--- src/rtl/lsu.sv ---
// Load/store unit: req/gnt/rvalid data-memory port, load extension, timeout and illegal-op reporting.
// Optional macro LSU_MISALIGN_TRAP_EN turns misaligned half/word accesses into error completions.
module lsu #(
    parameter int unsigned TIMEOUT_CYCLES = 255
) (
    input  logic        clk,
    input  logic        reset,
    input  logic        ex_valid,
    output logic        ex_ready,
    input  logic        ex_we,
    input  logic [2:0]  ex_funct3,
    input  logic [31:0] ex_addr,
    input  logic [31:0] ex_wdata,
    output logic        stall,
    output logic        mem_req,
    input  logic        mem_gnt,
    output logic [31:0] mem_addr,
    output logic        mem_we,
    output logic [3:0]  mem_be,
    output logic [31:0] mem_wdata,
    input  logic        mem_rvalid,
    input  logic [31:0] mem_rdata,
    output logic        wb_valid,
    output logic [31:0] wb_rdata,
    output logic        wb_err,
    output logic        misalign
);

    localparam int unsigned CW = (TIMEOUT_CYCLES > 0) ? $clog2(TIMEOUT_CYCLES + 1) : 1;
    localparam logic [CW-1:0] TO_LIM = CW'(TIMEOUT_CYCLES);

    typedef enum logic [1:0] {S_IDLE, S_REQ, S_WAIT} state_t;

    state_t        state_q, state_d;
    logic [CW-1:0] cnt_q, cnt_d, cnt_inc;
    logic          we_q, we_d;
    logic [2:0]    f3_q, f3_d;
    logic [31:0]   addr_q, addr_d;
    logic [31:0]   wdata_q, wdata_d;
    logic          wb_valid_q, wb_valid_d;
    logic          wb_err_q, wb_err_d;
    logic          misalign_q, misalign_d;
    logic [31:0]   wb_rdata_q, wb_rdata_d;

    logic          ex_illegal, ex_misal;
    logic [7:0]    ld_byte;
    logic [15:0]   ld_half;
    logic [31:0]   ld_ext;

    // Stores allow only 000/001/010; loads reject 011, 110, 111.
    always_comb begin
        if (ex_we) begin
            ex_illegal = ex_funct3[2] || (ex_funct3[1:0] == 2'b11);
        end else begin
            ex_illegal = (ex_funct3 == 3'b011) || (ex_funct3[2:1] == 2'b11);
        end
    end

`ifdef LSU_MISALIGN_TRAP_EN
    assign ex_misal = ((ex_funct3[1:0] == 2'b01) && ex_addr[0]) ||
                      ((ex_funct3[1:0] == 2'b10) && (ex_addr[1:0] != 2'b00));
`else
    assign ex_misal = 1'b0;
`endif

    always_comb begin
        case (addr_q[1:0])
            2'd0:    ld_byte = mem_rdata[7:0];
            2'd1:    ld_byte = mem_rdata[15:8];
            2'd2:    ld_byte = mem_rdata[23:16];
            default: ld_byte = mem_rdata[31:24];
        endcase
        ld_half = addr_q[1] ? mem_rdata[31:16] : mem_rdata[15:0];
        case (f3_q)
            3'b000:  ld_ext = {{24{ld_byte[7]}}, ld_byte};
            3'b001:  ld_ext = {{16{ld_half[15]}}, ld_half};
            3'b100:  ld_ext = {24'd0, ld_byte};
            3'b101:  ld_ext = {16'd0, ld_half};
            default: ld_ext = mem_rdata;
        endcase
    end

    always_ff @(posedge clk) begin
        if (reset) begin
            state_q    <= S_IDLE;
            cnt_q      <= '0;
            wb_valid_q <= 1'b0;
            wb_err_q   <= 1'b0;
            misalign_q <= 1'b0;
            wb_rdata_q <= '0;
        end else begin
            state_q    <= state_d;
            cnt_q      <= cnt_d;
            wb_valid_q <= wb_valid_d;
            wb_err_q   <= wb_err_d;
            misalign_q <= misalign_d;
            wb_rdata_q <= wb_rdata_d;
        end
    end

    always_ff @(posedge clk) begin
        we_q    <= we_d;
        f3_q    <= f3_d;
        addr_q  <= addr_d;
        wdata_q <= wdata_d;
    end

    always_comb begin
        state_d    = state_q;
        cnt_d      = cnt_q;
        cnt_inc    = cnt_q + 1'b1;
        we_d       = we_q;
        f3_d       = f3_q;
        addr_d     = addr_q;
        wdata_d    = wdata_q;
        wb_valid_d = 1'b0;
        wb_err_d   = 1'b0;
        misalign_d = 1'b0;
        wb_rdata_d = '0;
        case (state_q)
            S_IDLE: begin
                cnt_d = '0;
                if (ex_valid) begin
                    we_d    = ex_we;
                    f3_d    = ex_funct3;
                    addr_d  = ex_addr;
                    wdata_d = ex_wdata;
                    if (ex_illegal || ex_misal) begin
                        wb_valid_d = 1'b1;
                        wb_err_d   = 1'b1;
                        misalign_d = ex_misal && !ex_illegal;
                    end else begin
                        state_d = S_REQ;
                    end
                end
            end
            S_REQ: begin
                cnt_d = '0;
                if (mem_gnt) begin
                    state_d = S_WAIT;
                end
            end
            S_WAIT: begin
                if (mem_rvalid) begin
                    wb_valid_d = 1'b1;
                    wb_rdata_d = we_q ? 32'd0 : ld_ext;
                    state_d    = S_IDLE;
                    cnt_d      = '0;
                end else if (TIMEOUT_CYCLES != 0) begin
                    cnt_d = cnt_inc;
                    if (cnt_inc == TO_LIM) begin
                        wb_valid_d = 1'b1;
                        wb_err_d   = 1'b1;
                        state_d    = S_IDLE;
                        cnt_d      = '0;
                    end
                end
            end
            default: state_d = S_IDLE;
        endcase
    end

    // Bus fields are driven only while requesting so they read as zero otherwise.
    always_comb begin
        ex_ready  = (state_q == S_IDLE);
        stall     = (state_q != S_IDLE);
        mem_req   = (state_q == S_REQ);
        mem_addr  = '0;
        mem_we    = 1'b0;
        mem_be    = '0;
        mem_wdata = '0;
        if (mem_req) begin
            mem_addr = {addr_q[31:2], 2'b00};
            mem_we   = we_q;
            case (f3_q[1:0])
                2'b00: begin
                    mem_be    = 4'b0001 << addr_q[1:0];
                    mem_wdata = {4{wdata_q[7:0]}};
                end
                2'b01: begin
                    mem_be    = addr_q[1] ? 4'b1100 : 4'b0011;
                    mem_wdata = {2{wdata_q[15:0]}};
                end
                default: begin
                    mem_be    = 4'b1111;
                    mem_wdata = wdata_q;
                end
            endcase
        end
        wb_valid = wb_valid_q;
        wb_err   = wb_err_q;
        misalign = misalign_q;
        wb_rdata = wb_rdata_q;
    end

endmodule

--- config.mk ---
export PLATFORM = sky130hd
export DESIGN_NAME = lsu
export DESIGN_NICKNAME = d
export VERILOG_FILES = /design/src/rtl/lsu.sv
export SDC_FILE = /design/constraint.sdc
export NUM_CORES = 1
export LEC_CHECK = 0
export ABC_AREA = 1
export CORE_MARGIN = 10
export CORE_UTILIZATION = 45
export CTS_BUF_LIST = sky130_fd_sc_hd__clkbuf_4
export DETAILED_ROUTE_END_ITERATION = 12
export GPL_TIMING_DRIVEN = 0
export PLACE_DENSITY = 0.85
export SLEW_MARGIN = 20
export SYNTH_ARGS = -nofsm -noshare
export SYNTH_HDL_FRONTEND = slang
export SYNTH_SLANG_ARGS = --single-unit
--- constraint.sdc ---
create_clock -name clk -period 12.72 [get_ports clk]
set_clock_uncertainty 0.2 [all_clocks]
set_input_delay 3.18 -clock clk [delete_from_list [all_inputs] [get_ports clk]]
set_output_delay 3.18 -clock clk [all_outputs]
set_load 0.05 [all_outputs]
==> metrics <==
Stages on worst setup path 6; vias in the first global route 4668; setup_tns 0 ns; Syn. warnings 0; post-CTS sizing 0; worst min path class flop to flop; Max Fanout on Critical Path 10; most frequent cell after synthesis nor2_1; mux contribution to synthesized area 0; die height 124 um; DR vias/cell 4.93; EDFF count, synth 68; top cell type's share of synthesized area 0.422; max-cap violations 0; adder-cell share of the synthesized area 0.00517; sequential share of the synthesized area 0.603; Fin. Hold Viols 0; Largest stage delay, worst path 0.85 ns; dpl cell area 0.00715 mm^2; final setup fails 0; area leader, netlist edfxtp_1; total grt overflow 0; Crit path max-delay family buffers and inverters; Slew @ Worst Pin 0.667 ns; design area 0.00731 mm^2; Tmin final 6.51 ns; Worst VDD drop 0.0705 mV; XOR/XNOR share of the synthesized area 0.00181; port buffer count 208; power per cell area 105 mW/mm^2; clk slew on worst S/H paths 0.16 ns; final wirelength 16700 um; Async SR Flop Fraction 0; initial drt markers 269; R2R depth 5; largest net degree at the start of global routing 31; syn_area_per_cell 8.82 um^2; Post-Syn Area 0.00484 mm^2; Pre-antenna DRT Iters 5; relative slew slack 0.552; Worst path slowest cell clkdlybuf4s50_1; Vias 4507; setup bufs post-CTS 0; largest cells by area after synthesis edfxtp_1 (42%), dfxtp_1 (18%), nor2_1 (7.2%); number of nets in the layout 879; Die ar. 0.0153 mm^2; hold buffer count at cts 0; count of final max-slew check failures 0; Longest Clk Path Bufs 2; final worst slack 6.21 ns; post-route ant nets 0; run status completed; IO Pins 212; drt drc 0; num rows 37; layout cells sized above 1 0.0438; core area 0.0104 mm^2; Crit Path Class flop to output pin; placed wire-length estimate 13200 um; root buffer cell clkbuf_4; critical path startpoint category flop; Compound-Gate Fraction of Synth Area 0.0989; worst slack, placed 6.70 ns; Post-Syn Instances 549; Max Fclk 154 MHz; library cells used by synthesis 30; top_reg_cell synth edfxtp_1; Crit. End Element output pin; Post-Synth Simple-Gate Area 0.199; FF+latch count, synth 112; Post-synth top cells nor2_1 (93), nand2_1 (85), inv_1 (83); die span in x 124 um; total track usage 0.214; H-tree Lvls 3; Leakage Power 0.00301 uW; WP data required 9.34 ns; crit-path cells inv_1 -> nor2_2 -> clkinv_1 -> clkbuf_1 -> a21oi_1 -> clkdlybuf4s50_1; Starting Density 0.465; # fillers 797; Layout area overhead 50.9%; worst path arrival time 3.13 ns; TritonCTS Buffers 9; RSZ-0062 raised after global routing false; final worst-path cycle share 0.512; first-pass GRT wire length 25100 um; Placer Congestion 0.883; Buf/Inv on CP 4; CTS tree yes; Hold Path Depth 2; clock latency on the worst-skew pair 0.45 ns; CTS sink cnt 112; initial antenna violation count 1; drt wl/cell 18.2 um; combinational family with the most area after synthesis simple AND/OR/NAND/NOR gates
==> area by class of cell <==
class / instances / area, um^2 / share of cell area
Inverter: 88 / 330 / 0.0452
Timing Repair Buffer: 210 / 2120 / 0.290
Buffer: 25 / 111 / 0.0152
Antenna cell: 1 / 2.50 / 0.000342
Tap cell: 136 / 170 / 0.0233
Sequential cell: 112 / 2920 / 0.400
Clock buffer: 9 / 67.6 / 0.00925
Clock inverter: 7 / 86.3 / 0.0118
Multi-Input combinational cell: 326 / 1490 / 0.204
==> cells in the final DEF (no fill, tap or decap), types with 2 or more instances in the layout <==
master and instances:
a21oi_1 55, buf_12 2, buf_2 5, buf_4 3, bufinv_16 2, clkbuf_1 16, clkbuf_4 9, clkdlybuf4s50_1 208
clkinv_1 3, conb_1 3, dfxtp_1 44, edfxtp_1 68, ha_1 2, inv_1 83, inv_2 4, nand2_1 85
nand3_1 33, nand4_1 5, nor2_1 92, nor2_2 2, nor3_1 5, o211ai_1 4, o21ai_0 20, o22ai_1 8
or3_1 3
==> cell families (layout without fill, tap and decap cells) <==
| logic type | after synthesis | in the layout |
|---|---|---|
| other cells | 1 | 4 |
| simple gates | 230 | 230 |
| fa+ha+maj | 2 | 2 |
| xor+xnor | 1 | 1 |
| compound gates | 90 | 90 |
| buf+inv | 113 | 339 |
| flops | 112 | 112 |
==> routing by layer <==
metal  routed length, um  global-route usage
met4                 344              0.0771
met1                5970               0.215
met2                8160               0.373
met3                2200               0.110
met5                   0                   0
==> registers in the layout (all words and copies together), names as in the netlist <==
register / cells
cnt_q: 8
wb_rdata: 32
f3_q: 3
wdata_q: 32
wb_err: 1
state_q: 2
addr_q: 32
wb_valid: 1
we_q: 1
==> per-stage QoR <==
| step | util | power, uW | hold WS [ns] | instances |
|---|---|---|---|---|
| 4_1_cts | 0.701 | 768 | 0.310 | 913 |
| 3_3_place_gp | 0.682 | 575 | 0.268 | 895 |
| 6_report | 0.702 | 765 | 0.315 | 914 |
| 3_5_place_dp | 0.686 | 580 | 0.290 | 897 |
| 5_1_grt | 0.702 | 793 | 0.354 | 914 |
| 2_1_floorplan | - | 504 | 0.258 | 551 |
==> worst reg2reg max path: cells and delay by family (launching register included) <==
family | cells | cell delay (ns)
flops | 1 | 0.38
simple gates | 2 | 0.63
buf+inv | 3 | 0.62
==> path summary, 6_finish.rpt <==
kind,startpoint,end,slack [ns]
worst max-delay path,state_q[0]$_SDFFE_PP0P_,mem_be[0],6.21
worst min-delay path,cnt_q[7]$_SDFFE_PP0P_,cnt_q[7]$_SDFFE_PP0P_,0.32
worst max register to register,state_q[0]$_SDFFE_PP0P_,wdata_q[23]$_DFFE_PP_,10.59
worst min register to register,cnt_q[7]$_SDFFE_PP0P_,cnt_q[7]$_SDFFE_PP0P_,0.32
==> where the power goes <==
group	internal, uW	total, uW	switching, uW
Sequential	404	410	6.26
Combinational	63.4	162	98.2
Clock	78.2	193	115
No activity file was read; power rests on OpenSTA's default activity.
